[src/rtl/seq_det_pkg.sv]
// seq_det_pkg: shared state type and helpers for the configurable sequence detector
package seq_det_pkg;
  typedef enum logic [1:0] {IDLE, FILL, HUNT} state_t;
  function automatic int len_w(input int max_len);
    return $clog2(max_len + 1);
  endfunction
  function automatic logic [31:0] len_mask(input int len);
    return (len >= 32) ? '1 : (32'd1 << len) - 32'd1;
  endfunction
endpackage

[src/rtl/seq_det_match.sv]
// seq_det_match: masked compare of recent history plus the incoming bit against the pattern
module seq_det_match import seq_det_pkg::*; #(
  parameter int MAX_LEN = 8,
  parameter int LEN_W = 4
) (
  input  logic [MAX_LEN-2:0] hist,
  input  logic               bit_in,
  input  logic [MAX_LEN-1:0] pattern,
  input  logic [LEN_W-1:0]   len,
  output logic               hit
);
  logic [MAX_LEN-1:0] mask;
  assign mask = MAX_LEN'(len_mask(int'(len)));
  assign hit = ~|(({hist, bit_in} ^ pattern) & mask);
endmodule

[src/rtl/seq_det_cfg.sv]
// seq_det_cfg: runtime-configurable serial sequence detector with overlap control and match counter
module seq_det_cfg import seq_det_pkg::*; #(
  parameter int MAX_LEN = 8,
  parameter logic [MAX_LEN-1:0] DEF_PATTERN = 'b101,
  parameter int DEF_LEN = 3,
  parameter int CNT_W = 16
) (
  input  logic                         clk,
  input  logic                         rst,
  input  logic                         en,
  input  logic                         in_valid,
  input  logic                         bit_in,
  input  logic                         overlap,
  input  logic                         cfg_we,
  input  logic [MAX_LEN-1:0]           cfg_pattern,
  input  logic [$clog2(MAX_LEN+1)-1:0] cfg_len,
  input  logic                         cnt_clr,
  output logic                         det,
  output logic                         det_r,
  output logic [CNT_W-1:0]             match_cnt,
  output logic                         cfg_err
);
  localparam int LEN_W = len_w(MAX_LEN);
  state_t state;
  logic [MAX_LEN-2:0] hist;
  logic [MAX_LEN-1:0] pattern;
  logic [LEN_W-1:0] len, fill, fill_nx;
  logic hit, acc, cfg_bad;
  seq_det_match #(.MAX_LEN(MAX_LEN), .LEN_W(LEN_W)) u_match (
    .hist(hist), .bit_in(bit_in), .pattern(pattern), .len(len), .hit(hit)
  );
  assign acc = en & in_valid;
  assign det = ~rst & acc & (state == HUNT) & hit;
  assign cfg_bad = en | (cfg_len < LEN_W'(2)) | (cfg_len > LEN_W'(MAX_LEN));
  // fill never needs to exceed len-1: that alone is enough to arm HUNT
  assign fill_nx = (fill == len - LEN_W'(1)) ? fill : fill + LEN_W'(1);
  always_ff @(posedge clk) begin
    if (rst) begin
      pattern   <= DEF_PATTERN;
      len       <= LEN_W'(DEF_LEN);
      state     <= IDLE;
      hist      <= '0;
      fill      <= '0;
      det_r     <= 1'b0;
      match_cnt <= '0;
      cfg_err   <= 1'b0;
    end else begin
      det_r     <= det;
      cfg_err   <= cfg_we & cfg_bad;
      match_cnt <= cnt_clr ? '0 : (det & ~&match_cnt) ? match_cnt + CNT_W'(1) : match_cnt;
      if (cfg_we & ~cfg_bad) begin
        pattern <= cfg_pattern;
        len     <= cfg_len;
      end
      if (~en) begin
        state <= IDLE;
        hist  <= '0;
        fill  <= '0;
      end else if (acc) begin
        hist <= (MAX_LEN-1)'({hist, bit_in});
        if (det & ~overlap) begin
          fill  <= '0;
          state <= FILL;
        end else begin
          fill  <= fill_nx;
          state <= (fill_nx == len - LEN_W'(1)) ? HUNT : FILL;
        end
      end else if (state == IDLE) begin
        state <= FILL;
      end
    end
  end
endmodule
[config.mk]
export PLATFORM = sky130hd
export DESIGN_NAME = seq_det_cfg
export DESIGN_NICKNAME = d
export VERILOG_FILES = /design/src/rtl/seq_det_pkg.sv /design/src/rtl/seq_det_match.sv /design/src/rtl/seq_det_cfg.sv
export SDC_FILE = /design/constraint.sdc
export NUM_CORES = 1
export LEC_CHECK = 0
export BUFFER_PORTS_ARGS = -buffer_cell sky130_fd_sc_hd__buf_2
export CELL_PAD_IN_SITES_DETAIL_PLACEMENT = 0
export CELL_PAD_IN_SITES_GLOBAL_PLACEMENT = 1
export CORE_AREA = 3 3 99 101
export CTS_BUF_LIST = sky130_fd_sc_hd__clkbuf_4
export DETAILED_ROUTE_END_ITERATION = 16
export DIE_AREA = 0 0 102 104
export GPL_ROUTABILITY_DRIVEN = 0
export PLACE_DENSITY = 0.65
export SETUP_SLACK_MARGIN = 0.02
export SLEW_MARGIN = 20
export SYNTH_ARGS = -nofsm -noshare
export SYNTH_HDL_FRONTEND = slang
export SYNTH_SLANG_ARGS = --single-unit
export TNS_END_PERCENT = 1
[constraint.sdc]
create_clock -name clk -period 7.9 [get_ports clk]
set_clock_uncertainty 0.2 [all_clocks]
set_input_delay 0.395 -clock clk [delete_from_list [all_inputs] [get_ports clk]]
set_output_delay 0.395 -clock clk [all_outputs]
set_load 0.02 [all_outputs]
[Word level (Yosys, flattened, before mapping)]
Index checks and enable logic that the tools add are counted.
Operators by class
  shift operators: 1
  $lt $le $gt $ge: 2
  bitwise gates (word level): 16
  divide/modulo/power cells: 0
  multiply operators: 0
  equality and inequality tests: 3
  reduce and logical (&&, ||, !) cells: 8
  mux-type cells: 6
  add/subtract/negate cells: 4
Operators by type and width (number)
  adder 16 x 1 -> 16 bit, second input constant: 1
  AND reduction 16 bit: 1
  AND 1 bit: 8
  AND 8 bit: 1
  equality test 4 bit: 2
  two-way mux 2 bit: 4
  two-way mux 4 bit: 2
  OR reduction 8 bit: 1
  left shift 1 x 4 -> 8 bit, first input constant: 1
  subtractor 8 x 1 -> 8 bit, second input constant: 1
  XOR 8 bit: 1
  adder 4 x 1 -> 4 bit, second input constant: 1
  greater-than comparator 4 bit, second input constant: 1
  less-than comparator 4 x 2 -> 1 bit, second input constant: 1
  inverter 1 bit: 4
  OR reduction 2 bit: 2
  subtractor 4 x 1 -> 4 bit, second input constant: 1
  equality test 2 bit, second input constant: 1
  zero test 1 bit: 2
  zero test 2 bit: 1
  bitwise OR 1 bit: 2
  nonzero test 2 bit: 1
Storage, ports and cells
  memory bits (read-only): 0
  RAM bits: 0
  bits in latches: 0
  word-level logic and storage cells: 48
  memories: 0
  flip-flop bits (word level): 43

[Longest topological paths before layout]
Gate-level depths: netlist (run 1).
  depth after elaboration: 9
  depth in mapped cells: 14
  mapped depth without buffers: 11

[Cells and area by module]
Synthesis (run 1) repeated with hierarchy kept, for this count alone.
Unflattened totals
  cells, all modules: 245
  area, all modules: 2167.1 µm²
By module, submodules not included
  seq_det_cfg: area an instance 1959.4 µm², instances 1, cells each 218
  seq_det_match: area an instance 207.7 µm², instances 1, cells each 27

[Worst setup path before layout (run 1)]
Ideal clock, no wire load.
  kind: reg-to-output
  start point: register len[0]
  end point: output det
  path slack: 4737 ps
  path buffers: 3
  cell stages (with the launch flop): 13
  arrival: 2568 ps
  data required time: 7305 ps
  path through: dfxtp_1 > inv_1 > ha_1 > buf_6 > or3b_4 > ha_1 > or3b_2 > nand4_1 > o211a_4 > nand4_4 > buf_6 > buf_2 > inv_2
On the way
  cells in the longest elaborated chain, start to end: 6
RTL lines
  start: declaration: RTL line seq_det_cfg.sv:27  | logic [LEN_W-1:0] len, fill, fill_nx;
  start signal: assignment: RTL line seq_det_cfg.sv:40  | len <= LEN_W'(DEF_LEN);
  start signal: assignment: RTL line seq_det_cfg.sv:53  | len <= cfg_len;
  left shift 1 x 4 -> 8 bit: RTL line seq_det_pkg.sv:8  | return (len >= 32) ? '1 : (32'd1 << len) - 32'd1;
  subtractor 8 x 1 -> 8 bit: RTL line seq_det_pkg.sv:8
  AND 8 bit: RTL line seq_det_match.sv:14  | assign hit = ~|(({hist, bit_in} ^ pattern) & mask);
  OR reduction 8 bit: RTL line seq_det_match.sv:14
  zero test 1 bit: RTL line seq_det_match.sv:14
  AND 1 bit: RTL line seq_det_cfg.sv:33  | assign det = ~rst & acc & (state == HUNT) & hit;
  end: declaration: RTL line seq_det_cfg.sv:18  | output logic det,
No other way between the ends.

[Final worst setup path (run 1)]
Ends and elaborated chain as after synthesis.

==> results, run 1 <==
- The share of total power dissipated in combinational logic is 0.122.
- For this block, the routed nets add up to 5.91 mm of wire.
- The share of total power dissipated in sequential elements is 0.592.
- Gates resized during post-CTS repair numbered 0.
- The worst hold path passes through 2 cells.
- The synthesized netlist cell count is 276.
- Buffers inserted during clock tree synthesis total 5.
- For this design the static power due to leakage is 1.04 nW.
- The initial antenna violation count came to 0.
- The final-report max-slew violation count came to 0.
- After clock tree synthesis, the clock-pin slew on the worst setup and hold paths is 0.13 ns.
- The maximum clock frequency is 261 MHz.
- Detailed placement finished with a half-perimeter wire length of 4.18 mm.
- For this run, the share of the core covered by cells in the final layout is 0.306.
- For this design the ratio of total power to cell area is 136 nW/um^2.
- The width of the chip is 102 um.
- The maximum cell stage delay along the critical path is 0.47 ns.
- The filler cells instantiated in the layout total 982.
- For this design, the slowest cell found on the critical path is sky130_fd_sc_hd__or3b_2.
- The final cell count without fillers is 419.
- The core outline area is 9110 um^2.
- The switching power is 0.103 mW.
- The arrival time at the worst endpoint is 3.24 ns.
- The cell-internal power is 0.276 mW.
- The first-pass GRT wire length is 10.1 mm.
- The die extent in y is 104 um.
- In this run the cell area measured after placement is 2740 um^2.
- After detailed routing, the number of remaining DRC violations is 0.
- The portion of synthesized cell area occupied by the leading cell type is 0.347.
- For this run, the number of Yosys warnings is 0.
- The antenna cell count is 0.
- The number of global-route vias before repair is 2012.
- The worst setup path is launched from a register.
- The clock network power share is 0.286.
- For this run, the leading register cell type out of synthesis is sky130_fd_sc_hd__dfxtp_1.
- The number of endpoints with negative hold slack in the final report is 0.
- Counting instances in the post-synthesis netlist gives the leading cell types as 43 x sky130_fd_sc_hd__dfxtp_1, 32 x sky130_fd_sc_hd__nor2_1, 20 x sky130_fd_sc_hd__a21oi_1, 15 x sky130_fd_sc_hd__mux2i_1, 13 x sky130_fd_sc_hd__xor2_1.
- The number of enable-type register cells in the synthesized netlist is 0.
- VDD sags by at most 0.0634 mV.
- Max-cap violations in this run came to 0.
- The number of placed instances, taps included, is 411.
- The largest fanout of any net on the critical path is 23.
- The largest net degree at the start of global routing is 24.
- When the netlist entered floorplanning its net count stood at 304.
- The leading area contributor after synthesis is sky130_fd_sc_hd__dfxtp_1.
- The net count of the finished layout is 335.
- The worst register-to-register path begins at len[0].
- The type of the tightest min-delay check is primary input to register.
- The critical path goes through inv_1 -> ha_1 -> or3b_4 -> ha_1 -> or3b_2 -> nand4_1 -> o211a_4 -> nand4_4 -> inv_2 -> buf_2.
- The maximum level of the CTS H-tree is 2.
- The final routed wire length divided by cell count is 14.1 um.
- In this run the tightest slew margin relative to its limit is 0.482.
- In this run the clock root is driven by a sky130_fd_sc_hd__clkbuf_4.
- The startpoint identified for the worst hold timing path is cfg_pattern[0].
- The average vias per placed instance is 5.09.
- The synthesis-to-finish area growth is 12.4%.
- Setup violations remaining at the end of the flow were counted as 0.
- The clock latency reported for the late side of the worst-skew pair is 0.35 ns.
- The final route contains 2131 vias.
- The maximum clock insertion buffer count is 2.
- The overall power consumption is 0.379 mW.
- The count of port buffers added during placement is 38.
- In this run the critical register-to-register path is captured at match_cnt[3].
- 39 I/O pins were placed.
- The post-route clock period utilization is 0.485.
- After detailed routing, the met2 layer carries 2.73 mm of wire.
- Synthesis inferred 43 register bits.
- The setup slack of the worst register-to-register path is 4.30 ns.
- The count of cell types in the netlist is 55.
- The run finished with clean final reports.
- For this run, the total global-route usage over all layers was measured as 0.116.
- Of the cells placed in the final design, the portion with a size suffix greater than 1 is 0.188.
- The kind of capture point of the worst setup path is an output port.
- The cell seen most often among critical-path stages is sky130_fd_sc_hd__ha_1.
- Counting cells, the worst reg-to-reg path comes to 10.
- The total grt overflow is 0.
- The violation count after the first detailed-route iteration is 67.
- CTS saw 43 sinks.
- STA puts the critical path data required time at 7.30 ns.
- The mean cell area of the mapped netlist is 8.99 um^2.
- The fraction of power spent switching nets is 0.271.
- At the pin with the least slew margin, the transition time is 0.777 ns.
- The final total negative setup slack is 0 ns.
- The TritonCTS clock tree is done.
- The portion of the post-synthesis area used by sequential elements is 0.347.
- The die footprint is 10600 um^2.
- The initial utilization of the core area, before any placement, comes to 0.273.
- The share of synthesized flip-flops with an asynchronous set or reset is 0.
- After clock tree synthesis, the setup repair step added 0 buffers.
- The top layer reached by signal wires is met4.
- In the detailed route, the total length drawn on met3 is 199 um.
- Yosys instantiated no cell more often than sky130_fd_sc_hd__dfxtp_1.
- The cell row count is 35.
- The category of the critical setup timing path is register to output port.
- The total of hold buffers inserted after clock tree synthesis is 0.
- The first TritonRoute pass finished after 4 iterations.
- The clock period could shrink to 3.83 ns.
- By area the synthesized netlist is led by sky130_fd_sc_hd__dfxtp_1 35%, sky130_fd_sc_hd__mux2i_1 6.0%, sky130_fd_sc_hd__nor2_1 4.8%.
- Setup repair after global routing left no endpoint under its margin.
- The met1 wire length is 2.92 mm.
- The post-route antenna net violation count is 0.
- The path with the worst hold slack has its endpoint at pattern[0].
- The netlist area before placement is 2480 um^2.
- The post-route standard cell area excluding fillers is 2790 um^2.
state kept, by name (all words and copies together) (netlist names):
register and flops:
fill 4, det_r 1, cfg_err 1, hist 7, state 2, len 4, match_cnt 16, pattern 8
critical path: cells and delay by family (launching register included):
family / cells / cell delay [ns]
compound gates: 1 / 0.19
fa+ha+maj: 2 / 0.61
buf+inv: 3 / 0.45
flops: 1 / 0.45
simple gates: 4 / 1.17
cell type report:
| cell class | instances | area [um^2] | area share |
|---|---|---|---|
| inverters | 12 | 45.0 | 0.0161 |
| flip-flops and latches | 43 | 861 | 0.308 |
| repair buffers | 39 | 198 | 0.0708 |
| clock buffers | 6 | 45.0 | 0.0161 |
| well taps | 111 | 139 | 0.0498 |
| multi-input cells | 206 | 1500 | 0.536 |
| clock inverters | 2 | 7.51 | 0.00269 |
cell families after synthesis:
family                   after synthesis  synth area share
multiplexers                          17            0.0696
flip-flops                            43             0.347
adder cells (fa/ha/maj)                8            0.0403
AO/OA/AOI/OAI                         59             0.177
AND/OR/NAND/NOR                      102             0.237
buffers and inverters                 27            0.0524
XOR/XNOR                              20            0.0761
worst max-delay path by stage:
stage | startpoint | endpoint | depth (start not counted)
floorplan | len[0] | det | 12
global placement | len[0] | match_cnt[5] | 10
detailed placement | len[0] | match_cnt[3] | 10
CTS | len[0] | det | 10
global route | len[0] | det | 10
finish | len[0] | det | 10
cells in the final DEF (no fill, tap or decap), types with 6 or more instances in the layout:
cell type / n
sky130_fd_sc_hd__nand4_1: 10
sky130_fd_sc_hd__xnor2_1: 6
sky130_fd_sc_hd__mux2i_1: 15
sky130_fd_sc_hd__nand3_1: 8
sky130_fd_sc_hd__dfxtp_1: 43
sky130_fd_sc_hd__nor2_1: 32
sky130_fd_sc_hd__inv_1: 10
sky130_fd_sc_hd__o41ai_1: 7
sky130_fd_sc_hd__nand4b_1: 6
sky130_fd_sc_hd__clkbuf_4: 6
sky130_fd_sc_hd__nand2_1: 9
sky130_fd_sc_hd__a21oi_1: 20
sky130_fd_sc_hd__buf_2: 38
sky130_fd_sc_hd__xor2_1: 13
sky130_fd_sc_hd__ha_1: 8
power groups by stage:
stage	sequential [mW]	clock [mW]	combinational [mW]
after detailed placement	0.229	0	0.0464
after global routing	0.225	0.127	0.0518
after floorplan	0.228	0	0.0343
after CTS	0.224	0.118	0.0467
final	0.224	0.108	0.0463
after global placement	0.229	0	0.0466
metrics by stage:
step           setup WS, ns  hold slack [ns]
3_3_place_gp           4.46            0.246
3_5_place_dp           4.35            0.264
4_1_cts                4.04           0.0177
6_report               4.07           0.0379
5_1_grt                3.84          0.00363
2_1_floorplan          4.74            0.237
per-layer routing:
metal | global-route usage | vias up
li1 | - | 1076
met1 | 0.162 | 1008
met2 | 0.180 | 43
met3 | 0.0235 | 4
met4 | 0.0309 | 0
met5 | 0 | -
Note: power is estimated with default switching activity, not from simulation.
==> run 2, diff against run 1 <==
Settings changed: PLACE_DENSITY 0.65 to 0.67.
Clock period 7.9 ns to 3.4 ns, I/O delays scaled along.
==> results, run 2 (synthesis gave the netlist of run 1 again) <==
- The flow ran to the end, and the final reports show no timing, DRC or antenna violations.
- The total grt overflow is 0 (unchanged).
- The total length of routed wires came to 6.24 mm (+5.7%).
- The leakage component of the power is 1.23 nW (+18%).
- The violation count after the first detailed-route iteration is 59 (-12%).
- match_cnt holds more flip-flops than any other register.
- The width of the chip is 102 um (unchanged).
- The number of maximum-capacitance violations was 0 (unchanged).
- The total DRC errors in the routed layout is 0 (unchanged).
- The type of the tightest min-delay check is primary input to register.
- The clock period minus worst slack is 3.17 ns.
- The worst setup margin came to 0.234 ns (-3.83 ns).
- The final core utilization came to 0.347 (+0.0405).
- The number of endpoints with negative hold slack in the final report is 0 (unchanged).
- The post-route clock period utilization is 0.931.
- The cell row count is 35 (unchanged).
- The final cell count without fillers is 452 (+7.9%).
- The transition time of the tightest slew-check pin was 0.686 ns (-0.0906 ns).
- The initial antenna violation count came to 0 (unchanged).
- The kind of capture point of the worst setup path is an output port.
- The die extent in y is 104 um (unchanged).
- The number of buffers inserted during clock tree synthesis is 5 (unchanged).
- The net count of the finished layout is 368 (+9.9%).
- The number of global-route vias before repair is 2224 (+11%).
- The maximum clock insertion buffer count came to 2 (unchanged).
- The setup slack of the worst register-to-register path is 0.25 ns (-4.05 ns).
- The post-route antenna net violation count was 0 (unchanged).
- The antenna cell count is 0 (unchanged).
- The normalized max-slew margin is 0.542 (+0.0604).
- The TritonCTS clock tree is done.
- The clock sink count is 43 (unchanged).
- The first-pass detailed-route iteration total is 4 (unchanged).
- The overall power consumption is 1.06 mW (+180%).
- The arrival time at the worst endpoint is 2.80 ns (-0.44 ns).
- The largest registers in the layout are match_cnt (16), pattern (8), hist (7).
- The maximum level of the CTS H-tree is 2 (unchanged).
- The total track usage is 0.122 (+0.00567).
- Leaving out fill and tap cells, the most frequent cells in the layout are 42 x sky130_fd_sc_hd__dfxtp_1, 38 x sky130_fd_sc_hd__buf_2, 32 x sky130_fd_sc_hd__nor2_1, 24 x sky130_fd_sc_hd__dlygate4sd3_1, 20 x sky130_fd_sc_hd__a21oi_1.
- The largest net degree at the start of global routing is 21 (-13%).
- Setup repair after global routing left no endpoint under its margin.
- The post-route standard cell area excluding fillers was 3160 um^2 (+13%).
- The final-report max-slew violation count came to 0 (unchanged).
- The power per cell area was 336 nW/um^2 (+150%).
- The clock latency reported for the late side of the worst-skew pair is 0.36 ns (about the same).
- The share of post-route cells with drive strength above 1 is 0.208 (+0.0199).
- The worst setup path is launched from a register.
- The I/O pin count is 39 (unchanged).
- The final total negative setup slack is 0 ns (unchanged).
- The data required time of the worst path is 3.03 ns (-4.27 ns).
- The final routed wire length divided by cell count is 13.8 um (-2.0%).
- For this run, the top clock speed supported by timing is 316 MHz.
- The total placed instance area is 2780 um^2 (+1.6%).
- The count of port buffers added during placement is 38 (unchanged).
- The die footprint came to 10600 um^2 (unchanged).
- The average vias per placed instance was 5.09 (about the same).
- The setup slack after placement is 0.0853 ns (-4.27 ns).
- The number of flip-flops in the largest register came to 16 (unchanged).
- Compared with the post-synthesis result, the final layout area differs by 27.3%.
- The core outline area was 9110 um^2 (unchanged).
- The largest fanout of any net on the critical path was 11 (-52%).
- The minimum hold slack is 0.0485 ns (+0.0106 ns).
- The clock root buffer is sky130_fd_sc_hd__clkbuf_4.
- The first-pass GRT wire length is 10.6 mm (+4.7%).
- The number of failing setup endpoints in the final timing report is 0 (unchanged).
- The category of the critical setup timing path is register to output port.
- The cell count after placement was 417 (+1.5%).
- The peak ir drop on the vdd network was 0.196 mV (+210%).
- The half-perimeter wire length after placement is 4.29 mm (+2.5%).
- The most frequent standard cell in the layout excluding fill and tap cells is sky130_fd_sc_hd__dfxtp_1.
- The initial core utilization is 0.273 (unchanged).
- The clock-pin transition on the worst setup and hold timing paths came to 0.13 ns (about the same).
- The detailed-route via count came to 2299 (+7.9%).
[run 2: changes by cell type in the layout (fill, tap and decap cells not counted), sizes merged]
cell | before | now
dlygate4sd3 | 0 | 24
buf | 39 | 47
bufinv | 0 | 2
clkinv | 2 | 0
nand4 | 11 | 12
[run 2: area by class of cell]
cell class,instances,area [um^2]
Fill cell,954,5950
Multi-Input combinational cell,207,1510
Sequential cell,43,862
Timing Repair Buffer,71,498
Tap cell,111,139
Clock inverter,2,60.1
Clock buffer,6,45.0
Inverter,12,45.0
[run 2: final timing paths]
check        startpoint            end  cells past startpoint
max reg2reg      len[1]  match_cnt[10]                     11
min                 rst        cfg_err                      2
min reg2reg    state[1]       state[1]                      2
max              len[1]            det                     10
[run 2: power by group]
part	switching, mW	internal (mW)
Sequential	0.00765	0.513
Clock	0.172	0.238
Combinational	0.0695	0.0624
Total	0.249	0.812
[run 2: repair_timing]
item / in CTS / in global routing
gates cloned: 1 / 0
setup endpoints to repair: 1 / 7
hold endpoints to repair: 20 / 0
buffers inserted: 0 / 2
hold buffers: 24 / 0
gates resized for setup: 0 / 2
[run 2: critical path, cell delays in order (launching register included)]
cell                      delay [ns]
sky130_fd_sc_hd__dfxtp_1        0.39
sky130_fd_sc_hd__inv_1          0.11
sky130_fd_sc_hd__ha_1           0.20
sky130_fd_sc_hd__or3b_4         0.25
sky130_fd_sc_hd__ha_2           0.25
sky130_fd_sc_hd__or3b_2         0.46
sky130_fd_sc_hd__nand4_1        0.11
sky130_fd_sc_hd__o211a_4        0.21
sky130_fd_sc_hd__nand4_4        0.19
sky130_fd_sc_hd__inv_2          0.11
sky130_fd_sc_hd__buf_2          0.16
[run 2: layer usage]
metal | up-vias | track usage | wire, um
li1 | 1148 | - | -
met1 | 1104 | 0.155 | 2830
met2 | 41 | 0.201 | 3040
met3 | 6 | 0.0262 | 299
met4 | 0 | 0.0412 | 80
met5 | - | 0 | 0
